===== src/rtl/if_stage_hs_if.sv =====
// rtl/if_stage_hs_if.sv - instruction-memory valid/ready fetch handshake bundle
// Purpose: groups the fetch request/response signals between the IF stage and imem.
// Signals:
//   imem_req    fetch stage -> memory : request is live this cycle
//   imem_addr   fetch stage -> memory : fetch address, held while waiting
//   imem_ready  memory -> fetch stage : request accepted, data valid this cycle
//   imem_rdata  memory -> fetch stage : fetched instruction word
interface if_stage_hs_if #(
  parameter int XLEN   = 32,
  parameter int ADDR_W = 32
);
  logic              imem_req;
  logic [ADDR_W-1:0] imem_addr;
  logic              imem_ready;
  logic [XLEN-1:0]   imem_rdata;

  modport master (
    output imem_req,
    output imem_addr,
    input  imem_ready,
    input  imem_rdata
  );

  modport slave (
    input  imem_req,
    input  imem_addr,
    output imem_ready,
    output imem_rdata
  );
endinterface


===== src/rtl/if_stage_hs.sv =====
// rtl/if_stage_hs.sv - instruction fetch stage with valid/ready imem handshake and skid register
// Purpose: drives the PC and imem fetch, fills the IF/ID register, absorbs one
// instruction in a skid register when ID stalls, and handles redirect/flush.
// Ports:
//   clk, reset            clock (rising edge), asynchronous active-high reset
//   pcsrc, branch_target  redirect pulse and its target address
//   stall, flush          ID back-pressure, IF/ID kill
//   imem                  fetch handshake (master side)
//   pc_out                current PC (same as imem_addr)
//   if_id_ir/npc/valid    IF/ID pipeline register
module if_stage_hs #(
  parameter int                XLEN     = 32,
  parameter int                ADDR_W   = 32,
  parameter logic [ADDR_W-1:0] RESET_PC = '0,
  parameter int                INC      = 4
) (
  input  logic               clk,
  input  logic               reset,
  input  logic               pcsrc,
  input  logic [ADDR_W-1:0]  branch_target,
  input  logic               stall,
  input  logic               flush,
  if_stage_hs_if.master      imem,
  output logic [ADDR_W-1:0]  pc_out,
  output logic [XLEN-1:0]    if_id_ir,
  output logic [ADDR_W-1:0]  if_id_npc,
  output logic               if_id_valid
);

  localparam logic [ADDR_W-1:0] INC_A = ADDR_W'(INC);

  typedef enum logic [1:0] {
    S_FETCH   = 2'd0,
    S_HOLD    = 2'd1,
    S_DISCARD = 2'd2
  } state_t;

  state_t            state_q, state_d;
  logic [ADDR_W-1:0] pc_q, pc_d;
  logic [XLEN-1:0]   ir_q, ir_d;
  logic [ADDR_W-1:0] npc_q, npc_d;
  logic              valid_q, valid_d;
  logic [XLEN-1:0]   skid_ir_q, skid_ir_d;
  logic [ADDR_W-1:0] skid_npc_q, skid_npc_d;
  logic [ADDR_W-1:0] redir_q, redir_d;

  logic              req;
  logic              accept;
  logic              load_ok;
  logic [ADDR_W-1:0] npc;

  // DISCARD keeps requesting so the outstanding transfer can complete and be dropped.
  assign req     = ~reset & ((state_q == S_FETCH) | (state_q == S_DISCARD));
  assign accept  = req & imem.imem_ready;
  assign load_ok = ~stall | ~valid_q;
  assign npc     = pc_q + INC_A;

  assign imem.imem_req  = req;
  assign imem.imem_addr = pc_q;
  assign pc_out         = pc_q;
  assign if_id_ir       = ir_q;
  assign if_id_npc      = npc_q;
  assign if_id_valid    = valid_q;

  always_ff @(posedge clk or posedge reset) begin
    if (reset) begin
      state_q    <= S_FETCH;
      pc_q       <= RESET_PC;
      ir_q       <= '0;
      npc_q      <= '0;
      valid_q    <= 1'b0;
      skid_ir_q  <= '0;
      skid_npc_q <= '0;
      redir_q    <= '0;
    end else begin
      state_q    <= state_d;
      pc_q       <= pc_d;
      ir_q       <= ir_d;
      npc_q      <= npc_d;
      valid_q    <= valid_d;
      skid_ir_q  <= skid_ir_d;
      skid_npc_q <= skid_npc_d;
      redir_q    <= redir_d;
    end
  end

  always_comb begin
    state_d    = state_q;
    pc_d       = pc_q;
    ir_d       = ir_q;
    npc_d      = npc_q;
    valid_d    = valid_q;
    skid_ir_d  = skid_ir_q;
    skid_npc_d = skid_npc_q;
    redir_d    = redir_q;

    case (state_q)
      S_FETCH: begin
        if (pcsrc) begin
          valid_d = 1'b0;
          if (flush) ir_d = '0;
          if (accept) begin
            pc_d = branch_target;
          end else begin
            // Request already on the bus must finish before the new PC can be issued.
            redir_d = branch_target;
            state_d = S_DISCARD;
          end
        end else if (flush) begin
          // pc not advanced, so the killed address is refetched.
          valid_d = 1'b0;
          ir_d    = '0;
        end else if (accept) begin
          pc_d = npc;
          if (load_ok) begin
            ir_d    = imem.imem_rdata;
            npc_d   = npc;
            valid_d = 1'b1;
          end else begin
            skid_ir_d  = imem.imem_rdata;
            skid_npc_d = npc;
            state_d    = S_HOLD;
          end
        end else if (!stall) begin
          // ID consumed its instruction and nothing new arrived: insert a bubble.
          valid_d = 1'b0;
        end
      end

      S_HOLD: begin
        if (pcsrc) begin
          valid_d    = 1'b0;
          if (flush) ir_d = '0;
          pc_d       = branch_target;
          skid_ir_d  = '0;
          skid_npc_d = '0;
          state_d    = S_FETCH;
        end else if (flush) begin
          // pc already moved past the skid word; step back so it is fetched again.
          valid_d    = 1'b0;
          ir_d       = '0;
          pc_d       = skid_npc_q - INC_A;
          skid_ir_d  = '0;
          skid_npc_d = '0;
          state_d    = S_FETCH;
        end else if (load_ok) begin
          ir_d       = skid_ir_q;
          npc_d      = skid_npc_q;
          valid_d    = 1'b1;
          skid_ir_d  = '0;
          skid_npc_d = '0;
          state_d    = S_FETCH;
        end
      end

      S_DISCARD: begin
        valid_d = 1'b0;
        if (flush) ir_d = '0;
        if (pcsrc) redir_d = branch_target;
        if (accept) begin
          pc_d    = pcsrc ? branch_target : redir_q;
          state_d = S_FETCH;
        end
      end

      default: begin
        state_d = S_FETCH;
      end
    endcase
  end

endmodule


===== src/flat_wrapper.sv =====
// flat-port wrapper written by rule: the top's interface ports become plain ports
module if_stage_hs_flat 
#(
  parameter int                XLEN     = 32,
  parameter int                ADDR_W   = 32,
  parameter logic [ADDR_W-1:0] RESET_PC = '0,
  parameter int                INC      = 4
)
  (clk, reset, pcsrc, branch_target, stall, flush, pc_out, if_id_ir, if_id_npc, if_id_valid, imem_imem_req, imem_imem_addr, imem_imem_ready, imem_imem_rdata);
  if_stage_hs_if #(.XLEN(XLEN), .ADDR_W(ADDR_W)) imem_i ();
  input  logic clk;
  input  logic reset;
  input  logic pcsrc;
  input  logic [ADDR_W-1:0] branch_target;
  input  logic stall;
  input  logic flush;
  output logic [ADDR_W-1:0] pc_out;
  output logic [XLEN-1:0] if_id_ir;
  output logic [ADDR_W-1:0] if_id_npc;
  output logic if_id_valid;
  output wire logic [$bits(imem_i.imem_req)-1:0] imem_imem_req;
  output wire logic [$bits(imem_i.imem_addr)-1:0] imem_imem_addr;
  input wire logic [$bits(imem_i.imem_ready)-1:0] imem_imem_ready;
  input wire logic [$bits(imem_i.imem_rdata)-1:0] imem_imem_rdata;
  assign imem_imem_req = imem_i.imem_req;
  assign imem_imem_addr = imem_i.imem_addr;
  assign imem_i.imem_ready = imem_imem_ready;
  assign imem_i.imem_rdata = imem_imem_rdata;
  if_stage_hs #(.XLEN(XLEN), .ADDR_W(ADDR_W), .RESET_PC(RESET_PC), .INC(INC)) u_core (.clk(clk), .reset(reset), .pcsrc(pcsrc), .branch_target(branch_target), .stall(stall), .flush(flush), .imem(imem_i), .pc_out(pc_out), .if_id_ir(if_id_ir), .if_id_npc(if_id_npc), .if_id_valid(if_id_valid));
endmodule

===== config.mk =====
export PLATFORM = sky130hd
export DESIGN_NAME = if_stage_hs_flat
export DESIGN_NICKNAME = d
export VERILOG_FILES = /design/src/rtl/if_stage_hs_if.sv /design/src/rtl/if_stage_hs.sv /design/src/flat_wrapper.sv
export SDC_FILE = /design/constraint.sdc
export NUM_CORES = 1
export LEC_CHECK = 0
export ABC_CLOCK_PERIOD_IN_PS = 7000
export BUFFER_PORTS_ARGS = -buffer_cell sky130_fd_sc_hd__buf_2
export CAP_MARGIN = 20
export CORE_MARGIN = 1.5
export CORE_UTILIZATION = 50
export CTS_CLUSTER_SIZE = 8
export DETAILED_ROUTE_END_ITERATION = 16
export PLACE_DENSITY = 0.73
export SYNTH_ARGS = -nofsm -noshare
export SYNTH_HDL_FRONTEND = slang
export SYNTH_SLANG_ARGS = --single-unit

===== constraint.sdc =====
create_clock -name clk -period 7 [get_ports clk]
set_input_delay 1.05 -clock clk [delete_from_list [all_inputs] [get_ports clk]]
set_output_delay 1.05 -clock clk [all_outputs]
set_load 0.01 [all_outputs]

==> flow_summary.yaml, run 1 <==
timing:
  fin_crit_ns: 3.54
  fmax_mhz: 282
  setup_viol: 0
  slew_headroom: 0.387
  fin_crit_sh: 0.506
  rsz0062_at_grt: "false"
  drv_slew: 0
  hold_viol_final: 0
  setup_tns_ns: 0
  worst_pin_slew_ns: 0.907
  setup_ws_ns: 3.46
  clock-skew-final_ns: 0.00820
power:
  p_seq_frac: 0.364
  worst_ir_drop_vdd_uv: 218
  comb_power_share: 0.436
  power_density_nw_per_um2: 403
  p_int_mw: 2.78
  p_leak_nw: 5.77
  p_clk_frac: 0.199
  p_sw_mw: 2.10
  p_sw_frac: 0.430
setup_path:
  cp_slowest_cell: "a21oi_1"
  critical_path_peak_fanout: 47
  crit_family: "buffers and inverters"
  path_buf_inv: 5
  cpPeakStageDelay_ns: 0.62
  path_cells: "inv_1, ha_2, buf_4, inv_2, buf_4, a21oi_1, a21oi_1, o221ai_2, buf_4, nand2_1, o21ai_0"
  crit_cells: 11
  path_class: "flop to flop"
  r2r_cells: 11
  crit_required_ns: 7.37
  end_kind: "flop"
  rr_endpoint: "u_core.if_id_ir[8]"
  arrival_ns: 3.91
  r2r_slack_ns: 3.46
  start_kind: "flop"
  path_common_cell: "buf_4"
  r2r_start: "u_core.state_q[1]"
grt:
  grt.total_usage: 0.279
  grt_pass1_wl_um: 47900
  grt_overflow_total: 0
  grt_pass1_vias: 8495
  grt_antenna_before_repair: 1
  grt_start_max_net_pins: 112
detailed_routing:
  route.vias.total: 9278
  drtIter0Drc: 1008
  finalWirelength_um: 30500
  post-route-drc-count: 0
  ant_nets: 0
  via_per_inst: 5.94
  post_drt_wl_per_cell_um: 19.5
  first_pass_iters: 6
logic_synthesis:
  yosysSeqAreaShare: 0.460
  ys.flop_type: "dfrtp_1"
  postSynthAreaPerCell_um2: 9.21
  synth_edf_count: 0
  synth_top_area_frac: 0.460
  ys_async_sr_fraction: 1.00
  syn_area_um2: 10600
  synthTopCellsByArea: "dfrtp_1 46%, nand2_1 6.7%, o21ai_0 5.3%"
  synth.largest_area_cell: "dfrtp_1"
  postSynthCellCount: 1151
  yosysWarnings: 0
  synth_fp_nets: 1227
  synth_cell_type_count: 66
  ys_seq_elements: 195
clocking:
  cts_buffer_depth: 2
  cts_root_buf: "clkbuf_16"
  cts.sinks: 195
  clkTransAtPathRegs_ns: 0.08
  postCtsSetupRepairBufs: 0
  cts-resized-gates: 0
  numCtsBuffers: 17
  htreeDepth: 4
  clk_latency_ns: 0.44
  cts_hold_buf: 0
  cts_tree: "built"
run:
  maxCapViolations: 0
worst_hold_path:
  whs_path_depth: 2
  hp-class: "flop to flop"
  min-delay-start: "u_core.skid_ir_q[0]"
  hold_end: "u_core.skid_ir_q[0]"
placed_design:
  place_congestion: 0.954
  post-dp-hpwl_um: 21400
  place_ws_ns: 3.53
  placed_area_um2: 11500
  numPortBuffers: 199
outcome:
  run_status: "complete, no violations"
floorplan:
  die_h_um: 149
  start_util: 0.507
  top_level_ports: 200
  fp.coreArea_um2: 20900
  fp.dieArea_um2: 22100
  placementRows: 53
  die_x_um: 149
final_layout:
  layout.nets: 1350
  stdcell_area_um2: 12100
  diodes: 0
  areaGrowthSynthToFinish_pct: 14.3
  drive_gt1_frac: 0.246
routing by layer:
metal  vias up  routed length (µm)  GRT usage
met5         -                  13          0
met4         2                 484     0.0698
met3        44                2840     0.0687
met2       426               13500      0.400
met1      4475               13700      0.420
li1       4331                   -          -
metrics by stage:
| step | util | power, mW | cells | hold WS (ns) |
|---|---|---|---|---|
| 6_report | 0.580 | 4.88 | 1562 | 0.472 |
| 3_5_place_dp | 0.551 | 3.88 | 1528 | 0.457 |
| 2_1_floorplan | - | 3.22 | 1151 | 0.439 |
| 4_1_cts | 0.578 | 4.85 | 1560 | 0.475 |
| 5_1_grt | 0.580 | 5.18 | 1562 | 0.486 |
| 3_3_place_gp | 0.550 | 3.84 | 1527 | 0.449 |
cells in the final DEF (no fill, tap or decap), types with 4 or more instances in the layout:
| cell | instances |
|---|---|
| buf_2 | 199 |
| dfrtp_1 | 195 |
| nand2_1 | 189 |
| o21ai_0 | 111 |
| nor2_1 | 63 |
| nand3_1 | 58 |
| mux2_2 | 47 |
| a21oi_1 | 46 |
| a22oi_1 | 38 |
| xnor2_1 | 30 |
| mux2i_1 | 26 |
| xor2_1 | 23 |
| nor3_1 | 22 |
| a22o_1 | 21 |
| clkbuf_16 | 17 |
| buf_4 | 16 |
| nand4_1 | 15 |
| inv_1 | 12 |
| o22ai_1 | 9 |
| nor4_1 | 8 |
| a31oi_1 | 8 |
| and3_1 | 7 |
| o211ai_1 | 7 |
| a221oi_1 | 7 |
| inv_8 | 7 |
| nand2b_1 | 5 |
| ha_1 | 5 |
| or2_2 | 4 |
| o22a_1 | 4 |
| o221ai_1 | 4 |
| or3_1 | 4 |
| o31ai_1 | 4 |
| inv_6 | 4 |
area by class of cell:
| type | instances | area (µm²) |
|---|---|---|
| Timing Repair Buffer | 218 | 1160 |
| Fill cell | 1891 | 8770 |
| Tap cell | 275 | 344 |
| Inverter | 15 | 63.8 |
| Sequential cell | 195 | 4880 |
| Clock inverter | 14 | 151 |
| Clock buffer | 18 | 429 |
| Multi-Input combinational cell | 827 | 5090 |
cells by family (layout without fill, tap and decap cells):
kind of cell / after synthesis / after routing / synth area share
buffers and inverters: 129 / 265 / 0.0641
flip-flops: 195 / 195 / 0.460
adder cells (fa/ha/maj): 6 / 6 / 0.00708
XOR/XNOR: 53 / 53 / 0.0438
AO/OA/AOI/OAI: 289 / 289 / 0.173
AND/OR/NAND/NOR: 406 / 406 / 0.178
multiplexers: 73 / 73 / 0.0745
flip-flops by register name, indices dropped and copies added (netlist names):
| signal | cells |
|---|---|
| u_core.if_id_ir | 32 |
| u_core.if_id_npc | 32 |
| u_core.if_id_valid | 1 |
| u_core.imem.imem_addr | 32 |
| u_core.redir_q | 32 |
| u_core.skid_ir_q | 32 |
| u_core.skid_npc_q | 32 |
| u_core.state_q | 2 |
worst max path at each step:
stage | startpoint | to | slack, ns
floorplan | reset | u_core.if_id_ir[0] | 0.64
global placement | pcsrc | u_core.skid_npc_q[10] | 3.58
detailed placement | pcsrc | u_core.skid_npc_q[6] | 3.53
CTS | u_core.state_q[1] | u_core.if_id_ir[8] | 3.53
global route | u_core.state_q[1] | u_core.if_id_ir[1] | 3.16
finish | u_core.state_q[1] | u_core.if_id_ir[8] | 3.46
worst register-to-register path, cell delays in order, from the launching register on:
cell      delay (ns)
dfrtp_1         0.40
inv_1           0.10
ha_2            0.17
buf_4           0.46
inv_2           0.39
buf_4           0.43
a21oi_1         0.62
a21oi_1         0.11
o221ai_2        0.20
buf_4           0.37
nand2_1         0.13
o21ai_0         0.08
power by group through the flow:
stage | registers (mW) | clock network, mW | logic, mW
3_3_place_gp | 1.78 | 0 | 2.06
3_5_place_dp | 1.80 | 0 | 2.08
5_1_grt | 1.82 | 1.04 | 2.32
6_report | 1.78 | 0.971 | 2.13
2_1_floorplan | 1.79 | 0 | 1.43
4_1_cts | 1.78 | 0.983 | 2.10
synthesized netlist by cell type (13+ instances only):
library cell,n
dfrtp_1,195
nand2_1,189
o21ai_0,112
nor2_1,65
clkbuf_1,63
nand3_1,59
mux2_2,47
a21oi_1,46
a22oi_1,38
buf_4,32
xnor2_1,30
mux2i_1,26
nor3_1,23
xor2_1,23
a22o_1,21
nand4_1,15
inv_1,13
Note: power is estimated with default switching activity, not from simulation.
==> inputs of run 2 (changes only) <==
--- a/config.mk
+++ b/config.mk
@@ -5,7 +5,7 @@
 export SDC_FILE = /design/constraint.sdc
 export NUM_CORES = 1
 export LEC_CHECK = 0
-export ABC_CLOCK_PERIOD_IN_PS = 7000
+export ABC_CLOCK_PERIOD_IN_PS = 3700
 export BUFFER_PORTS_ARGS = -buffer_cell sky130_fd_sc_hd__buf_2
 export CAP_MARGIN = 20
 export CORE_MARGIN = 1.5
==> constraint.sdc (replaced) <==
create_clock -name clk -period 3.7 [get_ports clk]
set_input_delay 0.555 -clock clk [delete_from_list [all_inputs] [get_ports clk]]
set_output_delay 0.555 -clock clk [all_outputs]
set_load 0.01 [all_outputs]
==> run 2 against run 1 <==
Compared with the run above:
- critical path depth decreased by 4
- routed wire length increased by 2.1%
- clock power increased by 92%
- die area unchanged
- fmax increased by 28%
- non-clock buffer count increased by 8
- sequential share of layout area decreased by 0.19 points
- critical endpoint is now u_core.imem.imem_addr[25]
- sequential power increased by 90%
- count of clock-buffer cells in the layout unchanged
- final cell count increased by 0.51%
- global-route usage increased by 0.76 points
==> flow_summary.yaml, run 2 (synthesis gave the netlist of run 1 again) <==
setup_path:
  end_kind: "flop"
  arrival_ns: 3.12
  r2r_slack_ns: 0.94
  crit_required_ns: 4.06
  critical_path_peak_fanout: 10
  start_kind: "flop"
  path_class: "flop to flop"
detailed_routing:
  finalWirelength_um: 31100
  first_pass_iters: 5
  drtIter0Drc: 1148
  post_drt_wl_per_cell_um: 19.8
  ant_nets: 0
  via_per_inst: 5.96
  post-route-drc-count: 0
  route.vias.total: 9357
floorplan:
  top_level_ports: 200
  fp.coreArea_um2: 20900
  start_util: 0.507
  die_x_um: 149
  placementRows: 53
  fp.dieArea_um2: 22100
  die_h_um: 149
clocking:
  cts-resized-gates: 0
  clkTransAtPathRegs_ns: 0.08
  cts_buffer_depth: 2
  numCtsBuffers: 17
  cts.sinks: 195
  cts_tree: "built"
  cts_hold_buf: 0
  postCtsSetupRepairBufs: 0
  cts_root_buf: "clkbuf_16"
  htreeDepth: 4
  clk_latency_ns: 0.45
power:
  worst_ir_drop_vdd_uv: 366
  p_leak_nw: 5.80
  p_seq_frac: 0.363
  p_sw_mw: 4.02
  p_clk_frac: 0.200
  comb_power_share: 0.437
  p_int_mw: 5.29
  power_density_nw_per_um2: 765
  p_sw_frac: 0.432
placed_design:
  post-dp-hpwl_um: 21900
  placed_area_um2: 11600
  place_ws_ns: 0.988
  place_congestion: 1.03
  numPortBuffers: 199
timing:
  setup_viol: 0
  rsz0062_at_grt: "false"
  worst_pin_slew_ns: 1.25
  setup_tns_ns: 0
  slew_headroom: 0.165
  fmax_mhz: 362
  setup_ws_ns: 0.941
  fin_crit_sh: 0.746
  drv_slew: 0
  fin_crit_ns: 2.76
  hold_viol_final: 0
  clock-skew-final_ns: 0.00925
outcome:
  run_status: "complete, no violations"
final_layout:
  diodes: 0
  final_cell_mix: "199 x buf_2, 195 x dfrtp_1, 189 x nand2_1"
  areaGrowthSynthToFinish_pct: 14.8
  layout.nets: 1358
  drive_gt1_frac: 0.251
  final_common_cell: "buf_2"
  fillers: 1930
  stdcell_area_um2: 12200
grt:
  grt_pass1_wl_um: 48800
  grt_start_max_net_pins: 196
  grt_overflow_total: 0
  grt.total_usage: 0.286
  grt_pass1_vias: 8645
  grt_antenna_before_repair: 0
worst_hold_path:
  hp-class: "input port to async pin"
run:
  maxCapViolations: 0
==> run 2: cell types whose count changed in the layout (fill, tap and decap cells not counted), sizes merged <==
| cell | change |
|---|---|
| buf | +8 |
| inv | +1 |
| clkinv | -1 |
==> run 2: power groups by stage <==
| stage | logic, mW | registers, mW | clock network, mW |
|---|---|---|---|
| floorplan | 2.70 | 3.39 | 0 |
| global placement | 3.94 | 3.38 | 0 |
| detailed placement | 3.98 | 3.41 | 0 |
| CTS | 4.01 | 3.37 | 1.88 |
| global route | 4.44 | 3.46 | 1.97 |
| finish | 4.07 | 3.38 | 1.86 |
==> run 2: critical path: stages, from the launching register on <==
cell and delay, ns:
dfrtp_1 0.65, nand4_1 0.15, buf_4 0.18, nor4b_1 0.73, nand4_1 0.20, xnor2_1 0.33, o22ai_1 0.21, o21ai_0 0.23
==> run 2: stage by stage <==
step	hold slack (ns)	util	power (mW)	cells
6_report	0.304	0.583	9.31	1570
5_1_grt	0.350	0.583	9.88	1570
4_1_cts	0.337	0.583	9.25	1570
3_5_place_dp	0.458	0.555	7.39	1538
3_3_place_gp	0.449	0.555	7.32	1538
2_1_floorplan	0.439	-	6.10	1151
==> run 2: worst paths after layout <==
path,startpoint,endpoint,cells past startpoint
hold reg to reg,u_core.skid_ir_q[26],u_core.skid_ir_q[26],2
setup / recovery,u_core.imem.imem_addr[10],u_core.imem.imem_addr[25],7
setup reg to reg,u_core.imem.imem_addr[10],u_core.imem.imem_addr[25],7
max in group asynchronous,reset,u_core.redir_q[26],3
min in group clk,imem_imem_rdata[13],u_core.skid_ir_q[13],3
hold / removal,reset,u_core.state_q[1],3
==> run 2: cell type report <==
type / count / area, µm² / share of cell area
inverters: 15 / 60.1 / 0.00493
clock inverters: 14 / 148 / 0.0121
multi-input cells: 827 / 5090 / 0.418
clock buffers: 18 / 429 / 0.0353
flip-flops and latches: 195 / 4880 / 0.401
repair buffers: 226 / 1220 / 0.101
well taps: 275 / 344 / 0.0283
==> run 2: routing by layer <==
layer / global-route usage / wire length [µm]
met1: 0.437 / 14100
met3: 0.0589 / 2870
met5: 0 / 0
met2: 0.411 / 13600
met4: 0.0762 / 506
